==> src/rtl/mem_arbiter.sv <==
`default_nettype none
// ----------------------------------------------------------------------------
// Module : mem_arbiter
// Brief  : Shares the byte-wide RAM/IO port between 4-byte instruction
//          fetches and byte-granular SLB accesses (SLB has priority).
// Rev    : 1.0
// ----------------------------------------------------------------------------
module mem_arbiter (
   input  logic        clk_in,
   input  logic        rst_in,
   input  logic        rdy_in,
   input  logic        io_buffer_full,
   input  logic        control_hazard,
   input  logic        if_req,
   input  logic [31:0] if_addr,
   output logic        if_valid,
   output logic [31:0] if_data,
   input  logic        slb_access_control,
   input  logic [31:0] slb_mem_addr,
   input  logic        slb_mem_wr,
   input  logic [7:0]  slb_mem_dout,
   output logic        slb_access_valid,
   output logic [7:0]  slb_mem_din,
   output logic [31:0] ram_a,
   output logic        ram_wr,
   output logic [7:0]  ram_dout,
   input  logic [7:0]  ram_din
);

   typedef enum logic [0:0] {
      S_IDLE = 1'b0,
      S_BUSY = 1'b1
   } state_t;

   state_t      r_state;
   state_t      w_state_nxt;
   logic [31:0] r_addr;
   logic [2:0]  r_issue_cnt;
   logic [2:0]  r_recv_cnt;
   logic        r_fetch_pending;
   logic [23:0] r_buf;
   logic        r_if_valid;
   logic [31:0] r_if_data;

   logic        w_active;
   logic        w_io_blocked;
   logic        w_slb_grant;
   logic        w_fetch_issue;
   logic        w_capture;
   logic        w_last;
   logic        w_flush;
   logic        w_accept;
   logic [31:0] w_fetch_addr;

   assign w_active      = rdy_in && rst_in;
   // Stores to the IO window (addr[17:16]==3) must wait while the HCI buffer is full.
   assign w_io_blocked  = slb_mem_wr && (slb_mem_addr[17:16] == 2'b11) && io_buffer_full;
   assign w_slb_grant   = w_active && slb_access_control && !w_io_blocked;
   assign w_fetch_issue = w_active && !w_slb_grant && (r_state == S_BUSY) && (r_issue_cnt < 3'd4);
   assign w_capture     = r_fetch_pending;
   assign w_last        = w_capture && (r_recv_cnt == 3'd3);
   assign w_flush       = rdy_in && control_hazard;
   assign w_fetch_addr  = r_addr + {29'd0, r_issue_cnt};

   always_comb begin
      w_state_nxt = r_state;
      w_accept    = 1'b0;
      case (r_state)
         S_IDLE: begin
            if (rdy_in && if_req && !r_if_valid) begin
               w_state_nxt = S_BUSY;
               w_accept    = 1'b1;
            end
         end
         S_BUSY: begin
            if (w_last) begin
               w_state_nxt = S_IDLE;
            end
         end
         default: w_state_nxt = S_IDLE;
      endcase
      if (w_flush) begin
         w_state_nxt = S_IDLE;
         w_accept    = 1'b0;
      end
   end

   always_comb begin
      ram_a    = 32'd0;
      ram_wr   = 1'b0;
      ram_dout = 8'd0;
      if (w_slb_grant) begin
         ram_a    = slb_mem_addr;
         ram_wr   = slb_mem_wr;
         ram_dout = slb_mem_wr ? slb_mem_dout : 8'd0;
      end else if (w_fetch_issue) begin
         ram_a = w_fetch_addr;
      end
   end

   always_ff @(posedge clk_in or negedge rst_in) begin
      if (!rst_in) begin
         r_state         <= S_IDLE;
         r_addr          <= 32'd0;
         r_issue_cnt     <= 3'd0;
         r_recv_cnt      <= 3'd0;
         r_fetch_pending <= 1'b0;
         r_buf           <= 24'd0;
         r_if_valid      <= 1'b0;
         r_if_data       <= 32'd0;
      end else if (w_flush) begin
         r_state         <= S_IDLE;
         r_issue_cnt     <= 3'd0;
         r_recv_cnt      <= 3'd0;
         r_fetch_pending <= 1'b0;
         r_if_valid      <= 1'b0;
      end else begin
         r_state         <= w_state_nxt;
         r_fetch_pending <= w_fetch_issue;
         if (w_accept) begin
            r_addr      <= if_addr;
            r_issue_cnt <= 3'd0;
            r_recv_cnt  <= 3'd0;
         end else begin
            if (w_fetch_issue) begin
               r_issue_cnt <= r_issue_cnt + 3'd1;
            end
            // A byte issued before a stall still lands, even with rdy_in low.
            if (w_capture) begin
               r_recv_cnt <= r_recv_cnt + 3'd1;
               case (r_recv_cnt[1:0])
                  2'd0:    r_buf[7:0]   <= ram_din;
                  2'd1:    r_buf[15:8]  <= ram_din;
                  2'd2:    r_buf[23:16] <= ram_din;
                  default: r_buf        <= r_buf;
               endcase
            end
         end
         if (w_last) begin
            r_if_valid <= 1'b1;
            r_if_data  <= {ram_din, r_buf};
         end else if (rdy_in) begin
            r_if_valid <= 1'b0;
         end
      end
   end

   assign slb_access_valid = w_slb_grant;
   assign slb_mem_din      = ram_din;
   assign if_valid         = r_if_valid;
   assign if_data          = r_if_data;

endmodule
`default_nettype wire

==> config.mk <==
export PLATFORM = sky130hd
export DESIGN_NAME = mem_arbiter
export DESIGN_NICKNAME = d
export VERILOG_FILES = /design/src/rtl/mem_arbiter.sv
export SDC_FILE = /design/constraint.sdc
export NUM_CORES = 1
export LEC_CHECK = 0
export ABC_CLOCK_PERIOD_IN_PS = 4300
export CORE_MARGIN = 1.5
export CORE_UTILIZATION = 49
export DETAILED_ROUTE_END_ITERATION = 8
export PLACE_DENSITY_LB_ADDON = 0.1
export SYNTH_ARGS = -nofsm -noshare
export SYNTH_HDL_FRONTEND = slang
export SYNTH_SLANG_ARGS = --single-unit
export TNS_END_PERCENT = 10
==> constraint.sdc <==
create_clock -name clk_in -period 4.3 [get_ports clk_in]
set_clock_uncertainty 0.05 [all_clocks]
set_input_delay 0.86 -clock clk_in [delete_from_list [all_inputs] [get_ports clk_in]]
set_output_delay 0.86 -clock clk_in [all_outputs]
set_load 0.02 [all_outputs]
# Word level (Yosys, flattened, before mapping)
# Cells that the tools add are included.
# word_totals
regBits,97
elab_cells,66
# classes
n_addsub,3
n_lt_le_gt_ge,1
eq_ne,4
n_mux,21
bitwise_logic,3
reduce_logical,24
# op_table
cell,count
32-bit two-way mux,2
32-bit by 3-bit adder with 32-bit output,1
3-bit two-way mux,6
8-bit two-way mux,2
1-bit logical AND,12
4-bit AND reduction,3
1-bit two-way mux,10
3-bit nonzero test,3
"3-bit by 1-bit adder with 3-bit output, second input constant",2
"2-bit == test, second input constant",2
2-bit AND reduction,2
"3-bit by 2-bit == test with 1-bit output, second input constant",1
1-bit zero test,3
"3-bit < comparator, second input constant",1
1-bit NOT,3
"2-bit by 1-bit == test with 1-bit output, second input constant",1
2-bit zero test,1
1-bit one-hot mux with 2 select lines,1

# Depth between registers and ports, before layout
# Gate-level depths: netlist of the first run.
# depth
ltp_word,12
ltp_mapped,8
ltp_nobuf,8

# Worst setup path before layout of the first run
# No wires, ideal clock.
# synth_path
path_kind,input to output
startpoint,input port rdy_in
endpoint,output port ram_a[22]
arrival_time_ns,2.178
slack_ns,1.212
cell_stages,6
n_path_buf,2
path_cell_list,clkbuf_1 > nand2_1 > nor2_1 > clkbuf_1 > nand2_1 > o21ai_1
# synth_between
elab_chain_cells,9
# synth_lines
item,line_no,source
start: declaration,11,"input logic rdy_in,"
1-bit logical AND (*),55,assign w_active = rdy_in && rst_in;
1-bit logical AND (*) (2 in a row),58,assign w_slb_grant = w_active && slb_access_control && !w_io_blocked;
net slb_access_valid,22,"output logic slb_access_valid,"
1-bit zero test,59,assign w_fetch_issue = w_active && !w_slb_grant && (r_state == S_BUSY) && (r_issue_cnt < 3'd4);
1-bit logical AND (3 in a row),59,
32-bit two-way mux,96,end else if (w_fetch_issue) begin
32-bit two-way mux (*),92,if (w_slb_grant) begin
end: declaration,24,"output logic [31:0] ram_a,"
# Mark *: on every way through the listed nets, which the timed path passes. The rest lies on a longest branch.

# Final worst setup path of the first run
# layout_path
startpoint,register r_issue_cnt[0]
endpoint,output port ram_a[22]
# layout_between
elab_chain_cells,4
elab_cells_between_ends,5
classes_between,1 x add/sub; 1 x order compare; 2 x mux; 1 x reduce/logical
# layout_lines
item,line_no,source
start: declaration,38,logic [2:0] r_issue_cnt;
start signal: assignment,126,r_issue_cnt <= r_issue_cnt + 3'd1;
branches (longest 2 deep; another with 32-bit by 3-bit adder with 32-bit output),-,
32-bit two-way mux (*),96,
32-bit two-way mux (*),92,
# Every way passes the cells marked *.

==> results of run 1 <==
## cell type report
class / instances / area share [%]
Timing Repair Buffer: 176 / 25.0
Multi-Input combinational cell: 300 / 34.4
Tap cell: 133 / 2.39
Sequential cell: 97 / 34.8
Inverter: 9 / 0.485
Clock inverter: 6 / 0.897
Clock buffer: 10 / 1.97
## worst max-delay path: stages, from the launching register on
cell and delay [ns]:
dfrtp_1 0.40, ha_1 0.21, inv_1 0.06, fa_1 0.40, nor2b_1 0.28, o21ai_2 0.21, nor4_2 0.32, xnor2_1 0.14
o21ai_1 0.13, clkdlybuf4s50_1 0.61
## registers in the layout (all words and copies together), names as in the netlist
register         count
r_fetch_pending      1
if_data             32
r_recv_cnt           3
r_buf               24
r_issue_cnt          3
r_addr              32
if_valid             1
r_state              1
## path summary, 6_finish.rpt
| kind | startpoint | to | slack [ns] |
|---|---|---|---|
| max in group asynchronous | rst_in | r_buf[11]$_DFFE_PN0P_ | 2.52 |
| max reg2reg | r_recv_cnt[0]$_DFFE_PN0P_ | if_data[7]$_DFFE_PN0P_ | 2.03 |
| min in group clk_in | r_buf[11]$_DFFE_PN0P_ | if_data[11]$_DFFE_PN0P_ | 0.45 |
| min reg2reg | r_buf[11]$_DFFE_PN0P_ | if_data[11]$_DFFE_PN0P_ | 0.45 |
| max | r_issue_cnt[0]$_DFFE_PN0P_ | ram_a[22] | 0.26 |
| min | rst_in | r_addr[0]$_DFFE_PN0P_ | 0.24 |
## kinds of logic after synthesis
logic type	synth area share, %
and+or+nand+nor	13.7
DFF	48.7
muxes	20.5
AOI/OAI and AO/OA	5.47
buffers and inverters	3.52
xor gates and xnor gates	5.45
adders and majority gates	2.66
## stage by stage
step,area (um^2),std cells
floorplan,4980,432
global placement,6770,715
detailed placement,6770,715
CTS,6970,731
global route,6970,731
finish,6970,731
## power by group
part / switching, mW / total (mW) / internal, mW
Combinational: 0.199 / 0.479 / 0.280
Clock: 0.339 / 0.579 / 0.240
Sequential: 0.134 / 1.16 / 1.03
Total: 0.671 / 2.22 / 1.55
## metal layers
layer,up-vias,GRT usage [%],wire [um]
met4,0,9.92,294
met2,131,37.3,5710
met3,20,5.22,812
met5,-,0,0
li1,1849,-,-
met1,1869,28.9,5110
## cell usage after synthesis, types with 2 or more instances
cell type,n
a22oi_1,2
nand3_1,11
mux2i_1,2
xor2_1,9
inv_1,9
mux2_2,89
o21ai_0,13
buf_4,8
nor2_1,14
ha_1,9
and2_1,2
nor4_2,9
clkbuf_1,12
and3_1,15
nor3_1,6
buf_2,5
o21ai_1,19
and4_1,2
a21o_1,2
xnor2_1,22
a21oi_1,4
nor2b_1,2
nand4_1,8
dfrtp_1,97
nand2_1,46
==> results.sh, run 1 <==
export IMPL_outcome="complete, no violations"
export IMPL_netlist_instances=432
export IMPL_fin_tns_setup_ns=0
export IMPL_drtAntennaViolNets=0
export IMPL_p_leak_nw=2.94
export IMPL_grt_max_degree=54
export IMPL_postCtsSetupRepairBufs=0
export IMPL_die_w_um=104
export IMPL_via_count=3869
export IMPL_timing_max_transition_violations_final=0
export IMPL_synth_edf_count=0
export IMPL_wl_um=11900
export IMPL_yosys_top_cells_area="dfrtp_1, mux2_2, xnor2_1"
export IMPL_finalCoreUtilization_pct=71.0
export IMPL_synth_top_area_cell="dfrtp_1"
export IMPL_hold_buffers=0
export IMPL_dpl_worst_slack_ns=0.466
export IMPL_final_common_cell="clkdlybuf4s50_1"
export IMPL_avgRoutedWirePerCell_um=16.3
export IMPL_path_class="reg2out"
export IMPL_htreeDepth=3
export IMPL_tritoncts="built"
export IMPL_ir_drop_uv=224
export IMPL_clockBufferDepth=2
export IMPL_arrival_ns=3.13
export IMPL_max_freq_ghz=0.248
export IMPL_cts_resized=0
export IMPL_worstSkewPairLatency_ns=0.37
export IMPL_layout_common_cells="clkdlybuf4s50_1, dfrtp_1, mux2_2"
export IMPL_drt_iter0_markers=150
export IMPL_crit_path_start_kind="flop"
export IMPL_r2r_cells=5
export IMPL_antenna_found_initial=0
export IMPL_total_power_mw=2.22
export IMPL_period_share_pct=93.9
export IMPL_layout_setup_ws_ns=0.263
export IMPL_dr_pass1_iters=4
export IMPL_numPortBuffers=170
export IMPL_multi_input_area_um2=2400
export IMPL_area_growth_pct=39.9
export IMPL_gp_congestion=0.801
export IMPL_clock_root_buffer="clkbuf_8"
export IMPL_floorplan_initialDensity_pct=50.7
export IMPL_post_route_cells_drive_above_1_share_pct=21.4
export IMPL_avgSynthCellArea_um2=11.5
export IMPL_yosysTopAreaCellShare_pct=48.7
export IMPL_synth_fp_nets=530
export IMPL_die_height_um=104
export IMPL_cts_sinks=97
export IMPL_syn_area_um2=4980
export IMPL_setup_viol=0
export IMPL_min_period_ns=4.04
export IMPL_hold_class="in2async"
export IMPL_grt_pass1_vias=3801
export IMPL_ys_seq_area_share_pct=48.7
export IMPL_ios=171
export IMPL_grt_pass1_wl_um=19600
export IMPL_gr_total_overflow=0
export IMPL_drc=0
export IMPL_ys_types=40
export IMPL_crit_path_end_kind="output pin"
export IMPL_fillers=780
export IMPL_vias_per_cell=5.29
export IMPL_path_clk_slew_ns=0.10
export IMPL_cp_required_ns=3.39
export IMPL_cts_buffers=9
export IMPL_maxCapViolCount=0
export IMPL_fin_hold_ws_ns=0.237
export IMPL_antennaDiodeCount=0
export IMPL_fin_nets=691
export IMPL_rsz0062_at_grt="no"
export IMPL_synthFlopType="dfrtp_1"
export IMPL_die_area_um2=10800
export IMPL_async_flop_share_pct=100
export IMPL_ys_ff_latch=97
export IMPL_coreArea_um2=9820
export IMPL_path_max_fanout=9
export IMPL_pwr_density_cell_nw_per_um2=319
export IMPL_worstMarginPinSlew_ns=1.08
export IMPL_std_cell_rows=36
export IMPL_seq_area_um2=2430
export IMPL_hold_viol_final=0
export IMPL_dp_hpwl_um=8900
export IMPL_grtUsageTotal_pct=22.8
export IMPL_yosysWarnings=0
export IMPL_maxSlewHeadroom_pct=27.6
Power figures use the tool's default switching activity.
==> run 2, diff against run 1 <==
--- a/config.mk
+++ b/config.mk
@@ -7,8 +7,10 @@
 export LEC_CHECK = 0
 export ABC_CLOCK_PERIOD_IN_PS = 4300
 export CORE_MARGIN = 1.5
-export CORE_UTILIZATION = 49
+export CORE_UTILIZATION = 29
 export DETAILED_ROUTE_END_ITERATION = 8
+export GPL_ROUTABILITY_DRIVEN = 0
+export GPL_TIMING_DRIVEN = 0
 export PLACE_DENSITY_LB_ADDON = 0.1
 export SYNTH_ARGS = -nofsm -noshare
 export SYNTH_HDL_FRONTEND = slang
==> run 2 against run 1 <==
Worst setup slack got worse by 0.063 ns; global-route usage decreased by 6.8 points; sequential power about the same; critical path depth decreased by 1; worst hold slack improved by 0.19 ns; non-clock buffer count increased by 22; largest cell class unchanged; largest power group unchanged.
==> results.sh, run 2 (synthesis gave the netlist of run 1 again) <==
export IMPL_fin_nets=713
export IMPL_wl_um=13800
export IMPL_floorplan_initialDensity_pct=29.8
export IMPL_crit_path_start_kind="input port"
export IMPL_dpl_cell_area_um2=6970
export IMPL_seq_area_um2=2430
export IMPL_vias_per_cell=4.65
export IMPL_post_route_cells_drive_above_1_share_pct=22.7
export IMPL_grtUsageTotal_pct=15.9
export IMPL_max_freq_ghz=0.244
export IMPL_min_period_ns=4.10
export IMPL_hold_viol_final=0
export IMPL_hold_buffers=0
export IMPL_final_area_um2=7330
export IMPL_drt_iter0_markers=131
export IMPL_crit_cells=8
export IMPL_total_power_mw=2.52
export IMPL_avgRoutedWirePerCell_um=16.4
export IMPL_worstMarginPinSlew_ns=0.671
export IMPL_numPortBuffers=169
export IMPL_cts_buffers=9
export IMPL_finalCoreUtilization_pct=43.9
export IMPL_crit_chain="clkdlybuf4s50_1 -> nand4_1 -> nand2_1 -> nand4_1 -> buf_4 -> clkbuf_2 -> o21ai_0 -> clkdlybuf4s50_1"
export IMPL_layout_common_cells="clkdlybuf4s50_1, dfrtp_1, mux2_2"
export IMPL_area_growth_pct=47.2
export IMPL_drc=0
export IMPL_timing_max_transition_violations_final=0
export IMPL_fin_cells=840
export IMPL_ir_drop_uv=160
export IMPL_grt_max_degree=64
export IMPL_p_sw_mw=0.733
export IMPL_rsz0062_at_grt="no"
export IMPL_pwr_density_cell_nw_per_um2=344
export IMPL_clock_root_buffer="clkbuf_16"
export IMPL_ios=171
export IMPL_coreArea_um2=16700
export IMPL_maxSlewHeadroom_pct=55.3
export IMPL_grt_pass1_wl_um=22200
export IMPL_clockBufferDepth=2
export IMPL_multi_input_area_um2=2390
export IMPL_std_cell_rows=47
export IMPL_max_stage_delay_ns=0.63
export IMPL_fin_tns_setup_ns=0
export IMPL_fillers=1604
export IMPL_cts_sinks=97
export IMPL_r2r_cells=6
export IMPL_p_seq_share_pct=46.0
export IMPL_path_class="in2out"
export IMPL_worstSkewPairLatency_ns=0.35
export IMPL_combPwrFrac_pct=19.7
export IMPL_path_max_fanout=10
export IMPL_cp_required_ns=3.39
export IMPL_outcome="complete, no violations"
export IMPL_dr_pass1_iters=4
export IMPL_drtAntennaViolNets=0
export IMPL_crit_buf_inv=4
export IMPL_tritoncts="built"
export IMPL_setup_viol=0
export IMPL_switching_share_pct=29.1
export IMPL_crit_path_end_kind="output pin"
export IMPL_internal_power_mw=1.79
export IMPL_final_common_cell="clkdlybuf4s50_1"
export IMPL_dp_hpwl_um=10300
export IMPL_hold_class="in2async"
export IMPL_critPathSlowestCell="clkdlybuf4s50_1"
export IMPL_dp_cells=822
export IMPL_die_height_um=134
export IMPL_htreeDepth=3
export IMPL_die_w_um=134
export IMPL_antenna_found_initial=0
export IMPL_gr_total_overflow=0
export IMPL_via_count=3903
export IMPL_p_leak_nw=3.09
export IMPL_maxCapViolCount=0
export IMPL_period_share_pct=95.3
export IMPL_pwr_share_clk_pct=34.3
export IMPL_critPathTopFamily="buffers and inverters"
export IMPL_die_area_um2=18000
export IMPL_antennaDiodeCount=0
export IMPL_path_clk_slew_ns=0.07
export IMPL_grt_pass1_vias=4077
export IMPL_arrival_ns=3.19
run 2: cell count changes in the layout (fill, tap and decap cells not counted), moves of 2 or more:
| cell | previous run | this run |
|---|---|---|
| clkbuf_2 | 0 | 3 |
| buf_4 | 7 | 11 |
| clkbuf_16 | 0 | 9 |
| buf_2 | 0 | 5 |
| clkdlybuf4s50_1 | 169 | 167 |
| clkbuf_8 | 10 | 0 |
| clkbuf_1 | 0 | 9 |
run 2: worst reg2reg max path, stage by stage (launching register included):
cell     delay [ns]
dfrtp_1        0.42
ha_1           0.17
ha_1           0.13
nand2_1        0.06
a21oi_1        0.46
buf_2          0.40
mux2_2         0.38
run 2: power by group through the flow:
stage	clock [mW]	sequential (mW)	combinational [mW]
after global routing	0.935	1.18	0.544
after detailed placement	0	1.18	0.501
after global placement	0	1.17	0.488
after CTS	0.891	1.16	0.504
final	0.866	1.16	0.496
after floorplan	0	1.15	0.283
run 2: metrics by stage:
step           hold WS (ns)  setup slack, ns
3_5_place_dp          0.439           -0.346
6_report              0.425            0.201
4_1_cts               0.436           0.0134
5_1_grt               0.456           0.0565
3_3_place_gp          0.432            -3.79
2_1_floorplan         0.424             1.21
run 2: per-layer routing:
| layer | wire length, um | up-vias | track usage [%] |
|---|---|---|---|
| met4 | 203 | 0 | 5.85 |
| met3 | 991 | 13 | 3.67 |
| li1 | - | 1889 | - |
| met5 | 0 | - | 0 |
| met1 | 5980 | 1865 | 19.4 |
| met2 | 6580 | 136 | 27.5 |
run 2: what timing repair did:
action / CTS / global route
gates resized for setup: 5 / 2
setup buffers: 2 / 0
setup endpoints to repair: 41 / 31
pin swaps: 1 / 0
run 2: layout make-up:
type                            instances  area share [%]
Inverter                                9           0.461
Clock inverter                          7            1.36
Buffer                                 26            1.98
Clock buffer                            9            3.07
Multi-Input combinational cell        300            32.6
Sequential cell                        97            33.1
Timing Repair Buffer                  172            23.6
Tap cell                              220            3.75
run 2: final timing paths:
path / startpoint / end / slack, ns
max: slb_mem_addr[16] / ram_a[3] / 0.20
min: rst_in / r_addr[13]$_DFFE_PN0P_ / 0.42
max reg2reg: r_recv_cnt[0]$_DFFE_PN0P_ / if_data[22]$_DFFE_PN0P_ / 2.11
min reg2reg: r_buf[20]$_DFFE_PN0P_ / if_data[20]$_DFFE_PN0P_ / 0.45
max in group asynchronous: rst_in / r_buf[5]$_DFFE_PN0P_ / 3.08
min in group clk_in: r_buf[20]$_DFFE_PN0P_ / if_data[20]$_DFFE_PN0P_ / 0.45
